`config.mk`:
```
export PLATFORM = sky130hd
export DESIGN_NAME = rr_arbiter_4
export DESIGN_NICKNAME = d
export VERILOG_FILES = /design/src/rtl/arb_pkg.sv /design/src/rtl/mux_4_1.sv /design/src/rtl/rr_pick_4.sv /design/src/rtl/rr_arbiter_4.sv
export SDC_FILE = /design/constraint.sdc
export NUM_CORES = 1
export LEC_CHECK = 0
export ABC_AREA = 1
export CORE_UTILIZATION = 30
export CTS_BUF_LIST = sky130_fd_sc_hd__clkbuf_8
export CTS_CLUSTER_DIAMETER = 30
export DETAILED_ROUTE_END_ITERATION = 7
export PLACE_DENSITY = 0.84
export SLEW_MARGIN = 20
export SYNTH_ARGS = -nofsm -noshare
export SYNTH_HDL_FRONTEND = slang
export SYNTH_SLANG_ARGS = --single-unit
```
`constraint.sdc`:
```
create_clock -name clk -period 1.9 [get_ports clk]
set_clock_uncertainty 0.05 [all_clocks]
set_input_delay 0.19 -clock clk [delete_from_list [all_inputs] [get_ports clk]]
set_output_delay 0.19 -clock clk [all_outputs]
set_load 0.02 [all_outputs]
```
`src/rtl/arb_pkg.sv`:
```
// arb_pkg: shared types and constants for the 4-way round-robin arbiter.
//   arb_state_e  - FSM state encoding (IDLE, GRANT)
//   ARB_NUM_REQ  - number of requesters
//   GRANT_CNT_W  - width of the optional per-requester grant counters
package arb_pkg;
  typedef enum logic {IDLE = 1'b0, GRANT = 1'b1} arb_state_e;
  localparam int ARB_NUM_REQ = 4;
  localparam int GRANT_CNT_W = 16;
endpackage

```
`src/rtl/mux_4_1.sv`:
```
// mux_4_1: plain 4:1 word select.
//   din - four W-bit inputs, din[i] is chosen when sel == i
//   sel - 2-bit select
//   dout - selected word
module mux_4_1 #(
  parameter int W = 32
) (
  input  logic [3:0][W-1:0] din,
  input  logic [1:0]        sel,
  output logic [W-1:0]      dout
);
  assign dout = din[sel];
endmodule

```
`src/rtl/rr_pick_4.sv`:
```
// rr_pick_4: combinational round-robin winner search.
//   req - request bits
//   ptr - highest-priority position; search goes ptr, ptr+1, ... wrapping
//   idx - first set bit found from ptr (0 when nothing is set)
//   any - at least one request bit is set
module rr_pick_4 (
  input  logic [3:0] req,
  input  logic [1:0] ptr,
  output logic [1:0] idx,
  output logic       any
);
  logic       found;
  logic [1:0] cand;

  always_comb begin
    idx   = 2'd0;
    found = 1'b0;
    cand  = ptr;
    any   = |req;
    for (int k = 0; k < 4; k++) begin
      // 2-bit add wraps 3 -> 0 for free
      cand = ptr + 2'(k);
      if (!found && req[cand]) begin
        idx   = cand;
        found = 1'b1;
      end
    end
  end
endmodule

```
`src/rtl/rr_arbiter_4.sv`:
```
// rr_arbiter_4: 4-requester round-robin arbiter onto one valid/ready port.
// A grant is latched in IDLE and held in GRANT until the granted requester
// either hands off (valid && ready) or drops its valid (abort).
// Ports:
//   clk, rst              - clock, synchronous active-high reset
//   req_valid/req_ready   - per-requester handshake (ready is one-hot or 0)
//   req_data_0..3         - requester payloads (N bits)
//   out_valid/out_ready   - shared downstream handshake
//   out_data              - granted payload, 0 while IDLE
//   grant_idx             - current or last granted requester
//   busy                  - high in GRANT
// Optional: define RR_ARB_GRANT_CNT_EN to add grant_cnt_0..3, saturating
// 16-bit counts of completed transfers per requester.
module rr_arbiter_4
  import arb_pkg::*;
#(
  parameter int N = 32
) (
  input  logic                   clk,
  input  logic                   rst,
  input  logic [3:0]             req_valid,
  output logic [3:0]             req_ready,
  input  logic [N-1:0]           req_data_0,
  input  logic [N-1:0]           req_data_1,
  input  logic [N-1:0]           req_data_2,
  input  logic [N-1:0]           req_data_3,
  output logic                   out_valid,
  input  logic                   out_ready,
  output logic [N-1:0]           out_data,
  output logic [1:0]             grant_idx,
  output logic                   busy
`ifdef RR_ARB_GRANT_CNT_EN
  ,
  output logic [GRANT_CNT_W-1:0] grant_cnt_0,
  output logic [GRANT_CNT_W-1:0] grant_cnt_1,
  output logic [GRANT_CNT_W-1:0] grant_cnt_2,
  output logic [GRANT_CNT_W-1:0] grant_cnt_3
`endif
);

  arb_state_e state_q, state_d;
  logic [1:0] rr_ptr_q, rr_ptr_d;
  logic [1:0] grant_idx_q, grant_idx_d;
  logic [1:0] pick_idx;
  logic       pick_any;
  logic       xfer;
  logic [N-1:0] mux_out;

  rr_pick_4 u_pick (
    .req (req_valid),
    .ptr (rr_ptr_q),
    .idx (pick_idx),
    .any (pick_any)
  );

  mux_4_1 #(.W(N)) u_mux (
    .din  ({req_data_3, req_data_2, req_data_1, req_data_0}),
    .sel  (grant_idx_q),
    .dout (mux_out)
  );

  always_comb begin
    state_d     = state_q;
    rr_ptr_d    = rr_ptr_q;
    grant_idx_d = grant_idx_q;
    out_valid   = 1'b0;
    req_ready   = 4'b0;
    xfer        = 1'b0;
    case (state_q)
      IDLE: begin
        if (pick_any) begin
          grant_idx_d = pick_idx;
          state_d     = GRANT;
        end
      end
      GRANT: begin
        out_valid = req_valid[grant_idx_q];
        // ready is offered to the grantee even if its valid just dropped
        req_ready[grant_idx_q] = out_ready;
        if (out_valid && out_ready) begin
          xfer     = 1'b1;
          rr_ptr_d = grant_idx_q + 2'd1;
          state_d  = IDLE;
        end else if (!out_valid) begin
          // abort: release without advancing the pointer
          state_d = IDLE;
        end
      end
      default: state_d = IDLE;
    endcase
  end

  always_ff @(posedge clk) begin
    if (rst) begin
      state_q     <= IDLE;
      rr_ptr_q    <= 2'd0;
      grant_idx_q <= 2'd0;
    end else begin
      state_q     <= state_d;
      rr_ptr_q    <= rr_ptr_d;
      grant_idx_q <= grant_idx_d;
    end
  end

  assign busy      = (state_q == GRANT);
  assign grant_idx = grant_idx_q;
  assign out_data  = busy ? mux_out : '0;

`ifdef RR_ARB_GRANT_CNT_EN
  logic [ARB_NUM_REQ-1:0][GRANT_CNT_W-1:0] cnt_q, cnt_d;

  always_comb begin
    cnt_d = cnt_q;
    for (int i = 0; i < ARB_NUM_REQ; i++) begin
      if (xfer && (grant_idx_q == 2'(i)) && (cnt_q[i] != '1))
        cnt_d[i] = cnt_q[i] + 1'b1;
    end
  end

  always_ff @(posedge clk) begin
    if (rst) cnt_q <= '0;
    else     cnt_q <= cnt_d;
  end

  assign grant_cnt_0 = cnt_q[0];
  assign grant_cnt_1 = cnt_q[1];
  assign grant_cnt_2 = cnt_q[2];
  assign grant_cnt_3 = cnt_q[3];
`else
  logic unused_xfer;
  assign unused_xfer = xfer;
`endif

endmodule

```
==> metrics.txt, run 1 <==
# TYPE chip_impl_metric gauge
chip_impl_info{name="grt_setup_unrepaired",value="no"} 1
chip_impl_metric{name="relSlewSlack",unit="%"} 68.3
chip_impl_metric{name="cts_num_sinks",unit=""} 5
chip_impl_metric{name="routedWlPerCell",unit="µm"} 13.2
chip_impl_metric{name="final_sum_of_negative_setup_slack",unit="ns"} 0
chip_impl_metric{name="routabilityCongestion",unit=""} 0.879
chip_impl_metric{name="dpl_cell_area",unit="µm²"} 3600
chip_impl_metric{name="post_synth_and_or_nand_nor_area_fraction",unit="%"} 45.0
chip_impl_metric{name="ys_types",unit=""} 21
chip_impl_metric{name="start_util",unit="%"} 31.9
chip_impl_metric{name="vdd_drop_max",unit="V"} 0.000228
chip_impl_metric{name="dr.first_iter.drc_count",unit=""} 88
chip_impl_metric{name="drive_gt1_share",unit="%"} 11.3
chip_impl_metric{name="grt_pass1_vias",unit=""} 2808
chip_impl_info{name="cts_root_buffer",value="sky130_fd_sc_hd__clkbuf_8"} 1
chip_impl_metric{name="filler_cell_count",unit=""} 494
chip_impl_metric{name="grt_pass1_wl",unit="µm"} 12700
chip_impl_metric{name="synth-xor-area-share",unit="%"} 0
chip_impl_metric{name="ctsHoldBuffers",unit=""} 0
chip_impl_metric{name="ant_nets",unit=""} 0
chip_impl_metric{name="drt-vias-per-instance",unit=""} 4.87
chip_impl_info{name="criticalPathCategory",value="flip-flop to output port"} 1
chip_impl_metric{name="synthesized_area_per_cell",unit="µm²"} 4.83
chip_impl_metric{name="cts_buffer_depth",unit=""} 2
chip_impl_metric{name="insertion_delay",unit="ns"} 0.23
chip_impl_metric{name="nNetsFinal",unit=""} 663
chip_impl_metric{name="worst_ep_required_time",unit="ns"} 1.66
chip_impl_info{name="synth_top_family_by_area",value="simple AND/OR/NAND/NOR gates"} 1
chip_impl_metric{name="worst-slew-pin-transition",unit="ns"} 0.474
chip_impl_metric{name="overflow",unit=""} 0
chip_impl_metric{name="min_period",unit="ns"} 1.82
chip_impl_metric{name="final.period_utilization",unit="%"} 95.6
chip_impl_metric{name="synth.cell_area",unit="µm²"} 1670
chip_impl_metric{name="finish.instance_area",unit="µm²"} 3580
chip_impl_metric{name="post_layout_util",unit="%"} 68.4
chip_impl_metric{name="postSynthCellCount",unit=""} 346
chip_impl_metric{name="post_cts.repair.setup_buffers",unit=""} 0
chip_impl_info{name="run_status",value="finished, final reports clean"} 1
chip_impl_metric{name="setup_violations",unit=""} 0
chip_impl_metric{name="ios",unit=""} 175
chip_impl_metric{name="vias",unit=""} 2887
chip_impl_metric{name="finalWirelength",unit="µm"} 7820
chip_impl_metric{name="p_total",unit="mW"} 1.87
chip_impl_metric{name="arrival",unit="ns"} 1.58
chip_impl_metric{name="post_cts_resize_count",unit=""} 38
chip_impl_metric{name="dpl.hpwl",unit="µm"} 6300
chip_impl_metric{name="clk_pin_slew_worst_paths",unit="ns"} 0.04
chip_impl_metric{name="synth_compound_gate_area_share",unit="%"} 33.7
chip_impl_metric{name="dieWidth",unit="µm"} 76.7
chip_impl_metric{name="final-max-slew-violation-count",unit=""} 0
chip_impl_metric{name="synthAdderAreaFrac",unit="%"} 2.99
chip_impl_metric{name="die_h",unit="µm"} 76.7
chip_impl_info{name="setup.worst_path.start_class",value="flip-flop"} 1
chip_impl_metric{name="synthesis.nets",unit=""} 485
chip_impl_metric{name="core_area",unit="µm²"} 5240
chip_impl_metric{name="detail_route.first_pass.iterations",unit=""} 4
chip_impl_metric{name="share_of_cell_area_taken_by_muxes_after_synthesis",unit="%"} 0
chip_impl_metric{name="grt_use_total",unit="%"} 26.0
chip_impl_info{name="yosys_top_cell_by_area",value="sky130_fd_sc_hd__nor2_1"} 1
chip_impl_metric{name="die_footprint",unit="µm²"} 5880
chip_impl_metric{name="max_clk_rate",unit="MHz"} 551
chip_impl_metric{name="placement_rows",unit=""} 26
chip_impl_metric{name="synth_top_area_share",unit="%"} 30.3
chip_impl_metric{name="buffer_ports.inserted",unit=""} 174
chip_impl_metric{name="p_leak",unit="nW"} 1.60
chip_impl_info{name="timing.hold.worst.class",value="input port to flip-flop"} 1
chip_impl_metric{name="synth_warnings",unit=""} 0
chip_impl_metric{name="antenna_cells",unit=""} 0
chip_impl_metric{name="area.growth.synth_to_final",unit="%"} 114
chip_impl_metric{name="ys_seq_area_share",unit="%"} 5.98
chip_impl_metric{name="fin_worst_hold_slack",unit="ns"} 0.514
chip_impl_info{name="timing.critical_path.to_type",value="output port"} 1
chip_impl_metric{name="cts_buffers",unit=""} 3
chip_impl_metric{name="postSynthRegisterBits",unit=""} 5
chip_impl_metric{name="h_tree_lvl_count",unit=""} 1
chip_impl_metric{name="power-per-cell-area",unit="nW/µm²"} 522
chip_impl_info{name="synth_top_cells_by_area",value="sky130_fd_sc_hd__nor2_1 (30%), sky130_fd_sc_hd__o21ai_1 (15%), sky130_fd_sc_hd__a21oi_1 (11%)"} 1
chip_impl_metric{name="max_cap_violations",unit=""} 0
chip_impl_info{name="tritoncts",value="built"} 1
chip_impl_metric{name="drt_drc_violations_left",unit=""} 0
chip_impl_metric{name="grt_max_degree",unit=""} 38
chip_impl_metric{name="antenna_found_initial",unit=""} 0
chip_impl_metric{name="hold_viol_final",unit=""} 0
chip_impl_metric{name="worstPathMaxFanout",unit=""} 28
[worst max-delay path, stage by stage, from the launching register on]
cell                            delay, ns
sky130_fd_sc_hd__dfxtp_2             0.42
sky130_fd_sc_hd__buf_12              0.20
sky130_fd_sc_hd__nor2_1              0.06
sky130_fd_sc_hd__nor2_1              0.08
sky130_fd_sc_hd__o21ai_1             0.07
sky130_fd_sc_hd__a21oi_1             0.14
sky130_fd_sc_hd__dlygate4sd2_1       0.38
[path summary, 6_finish.rpt]
path                 from            to  slack (ns)  cells after the start
max          grant_idx[0]  out_data[20]        0.08                      6
min                   rst          busy        0.51                      2
max reg2reg   rr_ptr_q[0]  grant_idx[0]        0.34                      8
min reg2reg   rr_ptr_q[1]   rr_ptr_q[1]        0.56                      2
[state kept, by name, indices dropped and copies added (netlist names)]
register / flops
rr_ptr_q: 2
grant_idx: 2
busy: 1
[Yosys cell counts]
| cell type | n |
|---|---|
| sky130_fd_sc_hd__a211oi_2 | 1 |
| sky130_fd_sc_hd__ha_1 | 4 |
| sky130_fd_sc_hd__clkbuf_1 | 10 |
| sky130_fd_sc_hd__nand3b_1 | 1 |
| sky130_fd_sc_hd__inv_8 | 1 |
| sky130_fd_sc_hd__a21oi_1 | 38 |
| sky130_fd_sc_hd__o21ai_1 | 50 |
| sky130_fd_sc_hd__o21ai_0 | 22 |
| sky130_fd_sc_hd__inv_2 | 4 |
| sky130_fd_sc_hd__inv_1 | 14 |
| sky130_fd_sc_hd__dfxtp_1 | 5 |
| sky130_fd_sc_hd__buf_4 | 5 |
| sky130_fd_sc_hd__nor2_4 | 1 |
| sky130_fd_sc_hd__nand3_1 | 6 |
| sky130_fd_sc_hd__buf_2 | 7 |
| sky130_fd_sc_hd__nand2_1 | 25 |
| sky130_fd_sc_hd__nand2_2 | 11 |
| sky130_fd_sc_hd__buf_1 | 2 |
| sky130_fd_sc_hd__buf_6 | 1 |
| sky130_fd_sc_hd__nor2_1 | 135 |
| sky130_fd_sc_hd__nand2_4 | 3 |
[layout by cell type, fill, tap and decap left out, types with 3 or more instances in the layout]
| cell | Yosys | routed |
|---|---|---|
| sky130_fd_sc_hd__nor2_1 | 135 | 135 |
| sky130_fd_sc_hd__nand2_4 | 3 | 3 |
| sky130_fd_sc_hd__buf_12 | 0 | 4 |
| sky130_fd_sc_hd__clkbuf_2 | 0 | 10 |
| sky130_fd_sc_hd__buf_4 | 5 | 20 |
| sky130_fd_sc_hd__nand2_1 | 25 | 25 |
| sky130_fd_sc_hd__o21ai_0 | 22 | 22 |
| sky130_fd_sc_hd__dlygate4sd2_1 | 0 | 17 |
| sky130_fd_sc_hd__clkbuf_8 | 0 | 3 |
| sky130_fd_sc_hd__clkdlybuf4s50_1 | 0 | 137 |
| sky130_fd_sc_hd__clkdlybuf4s15_1 | 0 | 10 |
| sky130_fd_sc_hd__dfxtp_1 | 5 | 4 |
| sky130_fd_sc_hd__ha_1 | 4 | 4 |
| sky130_fd_sc_hd__a21oi_1 | 38 | 38 |
| sky130_fd_sc_hd__inv_1 | 14 | 15 |
| sky130_fd_sc_hd__o21ai_1 | 50 | 50 |
| sky130_fd_sc_hd__nand3_1 | 6 | 6 |
| sky130_fd_sc_hd__nand2_2 | 11 | 11 |
| sky130_fd_sc_hd__inv_2 | 4 | 3 |
[final cells by class]
type | count | area, µm² | area share [%]
tap | 70 | 87.6 | 2.45
clock buffer | 3 | 41.3 | 1.15
multi-input combinational | 297 | 1370 | 38.1
clock inverter | 1 | 3.75 | 0.105
timing repair buffer | 198 | 1900 | 53.1
sequential | 5 | 101 | 2.83
inverter | 19 | 81.3 | 2.27
[per-layer routing]
metal,GRT usage (%),routed length (µm)
met1,29.6,3170
met2,47.4,3900
met5,0,0
met3,4.05,447
met4,11.5,300
[logic make-up (layout without fill, tap and decap cells)]
kind of cell	Yosys count	in the layout
flops	5	5
simple gates	182	182
compound gates	111	111
fa+ha+maj	4	4
buf+inv	44	221
[stage by stage]
| step | setup slack [ns] | instances |
|---|---|---|
| 4_1_cts | 0.0147 | 593 |
| 3_5_place_dp | -0.119 | 589 |
| 3_3_place_gp | -0.0910 | 589 |
| 6_report | 0.0835 | 593 |
| 2_1_floorplan | 0.193 | 346 |
| 5_1_grt | 0.000481 | 593 |
[power by group]
group	leakage (nW)	internal (mW)	switching [mW]	total, mW
Clock	0.0269	0.140	0.0659	0.206
Sequential	0.0415	0.121	0.0239	0.144
Combinational	1.53	0.715	0.806	1.52
Total	1.60	0.975	0.895	1.87
Note: power is estimated with default switching activity, not from simulation.
==> run 2, diff against run 1 <==
Settings changed: CELL_PAD_IN_SITES_DETAIL_PLACEMENT set to 0, CELL_PAD_IN_SITES_GLOBAL_PLACEMENT set to 1, CORE_UTILIZATION 30 to 17, PLACE_DENSITY 0.84 to 0.95.
==> run 2 against run 1 <==
Sequential share of layout area is essentially flat. Wire length fell by 0.88%. Core utilization down 30 points. Non-clock buffer count shrank 5. First-iteration DRC count up 9.1%. Hold slack worse by 0.0027 ns. Register-to-register slack gained 0.02 ns. Via count is 2.9% lower. Critical path type unchanged. Largest power group unchanged. Highest routed layer unchanged.
==> metrics.txt, run 2 (synthesis gave the netlist of run 1 again) <==
# TYPE chip_impl_metric gauge
chip_impl_metric{name="routabilityCongestion",unit=""} 0.809
chip_impl_metric{name="dpl_cell_area",unit="µm²"} 3650
chip_impl_metric{name="drt-vias-per-instance",unit=""} 4.33
chip_impl_info{name="setup.worst_path.start_class",value="flip-flop"} 1
chip_impl_metric{name="detail_route.first_pass.iterations",unit=""} 4
chip_impl_metric{name="dpl.hpwl",unit="µm"} 6160
chip_impl_metric{name="ctsHoldBuffers",unit=""} 0
chip_impl_metric{name="core_area",unit="µm²"} 9370
chip_impl_metric{name="p_total",unit="mW"} 1.83
chip_impl_metric{name="relSlewSlack",unit="%"} 66.9
chip_impl_metric{name="p_leak",unit="nW"} 1.55
chip_impl_metric{name="start_util",unit="%"} 17.9
chip_impl_info{name="tritoncts",value="built"} 1
chip_impl_metric{name="power.share.sequential",unit="%"} 8.1
chip_impl_info{name="timing.critical_path.to_type",value="output port"} 1
chip_impl_metric{name="vdd_drop_max",unit="V"} 0.000155
chip_impl_metric{name="combPwrFrac",unit="%"} 81.4
chip_impl_metric{name="arrival",unit="ns"} 1.54
chip_impl_metric{name="h_tree_lvl_count",unit=""} 1
chip_impl_metric{name="filler_cell_count",unit=""} 1047
chip_impl_metric{name="grt_pass1_wl",unit="µm"} 12000
chip_impl_metric{name="placement_rows",unit=""} 35
chip_impl_metric{name="buffer_ports.inserted",unit=""} 174
chip_impl_metric{name="die_footprint",unit="µm²"} 10200
chip_impl_metric{name="antenna_cells",unit=""} 0
chip_impl_metric{name="drive_gt1_share",unit="%"} 12.5
chip_impl_metric{name="register_area",unit="µm²"} 101
chip_impl_metric{name="worstPathMaxFanout",unit=""} 13
chip_impl_metric{name="routedWlPerCell",unit="µm"} 12.0
chip_impl_metric{name="fin_worst_hold_slack",unit="ns"} 0.511
chip_impl_metric{name="insertion_delay",unit="ns"} 0.22
chip_impl_metric{name="multi_input_comb_area",unit="µm²"} 1370
chip_impl_metric{name="finalWirelength",unit="µm"} 7750
chip_impl_metric{name="cts_buffers",unit=""} 3
chip_impl_metric{name="internal_power",unit="µW"} 956
chip_impl_metric{name="sw_ratio",unit="%"} 47.9
chip_impl_metric{name="area.growth.synth_to_final",unit="%"} 114
chip_impl_metric{name="register_to_register_setup_slack",unit="ns"} 0.36
chip_impl_metric{name="max_clk_rate",unit="MHz"} 561
chip_impl_metric{name="nNetsFinal",unit=""} 658
chip_impl_metric{name="die_h",unit="µm"} 101
chip_impl_metric{name="dieWidth",unit="µm"} 101
chip_impl_info{name="grt_setup_unrepaired",value="no"} 1
chip_impl_metric{name="setup_violations",unit=""} 0
chip_impl_metric{name="cts_buffer_depth",unit=""} 2
chip_impl_metric{name="worst-slew-pin-transition",unit="ns"} 0.496
chip_impl_metric{name="place_worst_setup_slack",unit="ns"} -0.145
chip_impl_metric{name="worst_ep_required_time",unit="ns"} 1.66
chip_impl_info{name="criticalPathCategory",value="flip-flop to output port"} 1
chip_impl_metric{name="power.net_switching",unit="µW"} 879
chip_impl_metric{name="vias",unit=""} 2802
chip_impl_metric{name="ant_nets",unit=""} 0
chip_impl_metric{name="grt_pass1_vias",unit=""} 2592
chip_impl_metric{name="min_period",unit="ns"} 1.78
chip_impl_metric{name="final_sum_of_negative_setup_slack",unit="ns"} 0
chip_impl_metric{name="final.period_utilization",unit="%"} 93.8
chip_impl_info{name="run_status",value="finished, final reports clean"} 1
chip_impl_metric{name="post_cts.repair.setup_buffers",unit=""} 0
chip_impl_metric{name="grt_use_total",unit="%"} 14.4
chip_impl_metric{name="antenna_found_initial",unit=""} 0
chip_impl_info{name="most-common-layout-cells",value="sky130_fd_sc_hd__clkdlybuf4s50_1 (137), sky130_fd_sc_hd__nor2_1 (135), sky130_fd_sc_hd__o21ai_1 (50), sky130_fd_sc_hd__a21oi_1 (38), sky130_fd_sc_hd__nand2_1 (25)"} 1
chip_impl_metric{name="clk_pin_slew_worst_paths",unit="ns"} 0.04
chip_impl_metric{name="finish.instance_area",unit="µm²"} 3580
chip_impl_metric{name="hold_viol_final",unit=""} 0
chip_impl_metric{name="cts_num_sinks",unit=""} 5
chip_impl_metric{name="power-per-cell-area",unit="nW/µm²"} 512
chip_impl_metric{name="dr.first_iter.drc_count",unit=""} 96
chip_impl_metric{name="max_cap_violations",unit=""} 0
chip_impl_metric{name="drt_drc_violations_left",unit=""} 0
chip_impl_metric{name="worst_slack",unit="ns"} 0.118
chip_impl_info{name="cts_root_buffer",value="sky130_fd_sc_hd__clkbuf_8"} 1
chip_impl_metric{name="power.share.clock",unit="%"} 10.5
chip_impl_info{name="final_common_cell",value="sky130_fd_sc_hd__clkdlybuf4s50_1"} 1
chip_impl_metric{name="ios",unit=""} 175
chip_impl_metric{name="grt_max_degree",unit=""} 41
chip_impl_info{name="timing.hold.worst.class",value="input port to flip-flop"} 1
chip_impl_metric{name="overflow",unit=""} 0
chip_impl_metric{name="final-max-slew-violation-count",unit=""} 0
## run 2: changes by cell type in the layout (fill, tap and decap cells not counted), sizes merged
cell           change
clkdlybuf4s15      -2
clkbuf            +11
buf                -5
dlygate4sd2        -9
## run 2: final timing paths
kind / depth (start not counted) / endpoint / startpoint
max: 6 / out_data[28] / grant_idx[1]
max reg2reg: 6 / grant_idx[0] / rr_ptr_q[0]
min reg2reg: 2 / rr_ptr_q[1] / rr_ptr_q[1]
min: 2 / busy / rst
## run 2: layout make-up
| class | count | share of cell area [%] |
|---|---|---|
| inverter | 19 | 2.20 |
| clock inverter | 1 | 0.105 |
| multi-input combinational | 297 | 38.1 |
| timing repair buffer | 193 | 51.1 |
| sequential | 5 | 2.83 |
| clock buffer | 3 | 1.15 |
| tap | 129 | 4.50 |
## run 2: per-stage QoR
stage / utilization (%) / std cells
final: 38.2 / 647
after global routing: 38.2 / 647
after CTS: 39.0 / 647
after detailed placement: 39.0 / 643
after global placement: 39.0 / 643
after floorplan: - / 346
## run 2: power by group through the flow
stage	combinational (mW)	sequential [mW]	clock (mW)
6_report	1.49	0.148	0.193
5_1_grt	1.64	0.151	0.209
4_1_cts	1.52	0.149	0.194
3_5_place_dp	1.60	0.150	0
3_3_place_gp	1.59	0.150	0
2_1_floorplan	0.839	0.147	0
## run 2: critical path, stage by stage, from the launching register on
cell	delay, ns
sky130_fd_sc_hd__dfxtp_1	0.42
sky130_fd_sc_hd__inv_2	0.07
sky130_fd_sc_hd__buf_4	0.19
sky130_fd_sc_hd__nor2_1	0.11
sky130_fd_sc_hd__o21ai_1	0.06
sky130_fd_sc_hd__a21oi_1	0.12
sky130_fd_sc_hd__dlygate4sd2_1	0.34
## run 2: repair_timing
action | 4_1_cts | 5_1_grt
resized for setup | 38 | 49
hold endpoints to repair | 0 | 0
setup endpoints to repair | 37 | 29
## run 2: per-layer routing
metal / track usage [%] / share of wire [%]
met1: 16.2 / 40
met2: 27.3 / 49
met3: 2.62 / 8.0
met4: 5.02 / 2.3
met5: 0 / 0
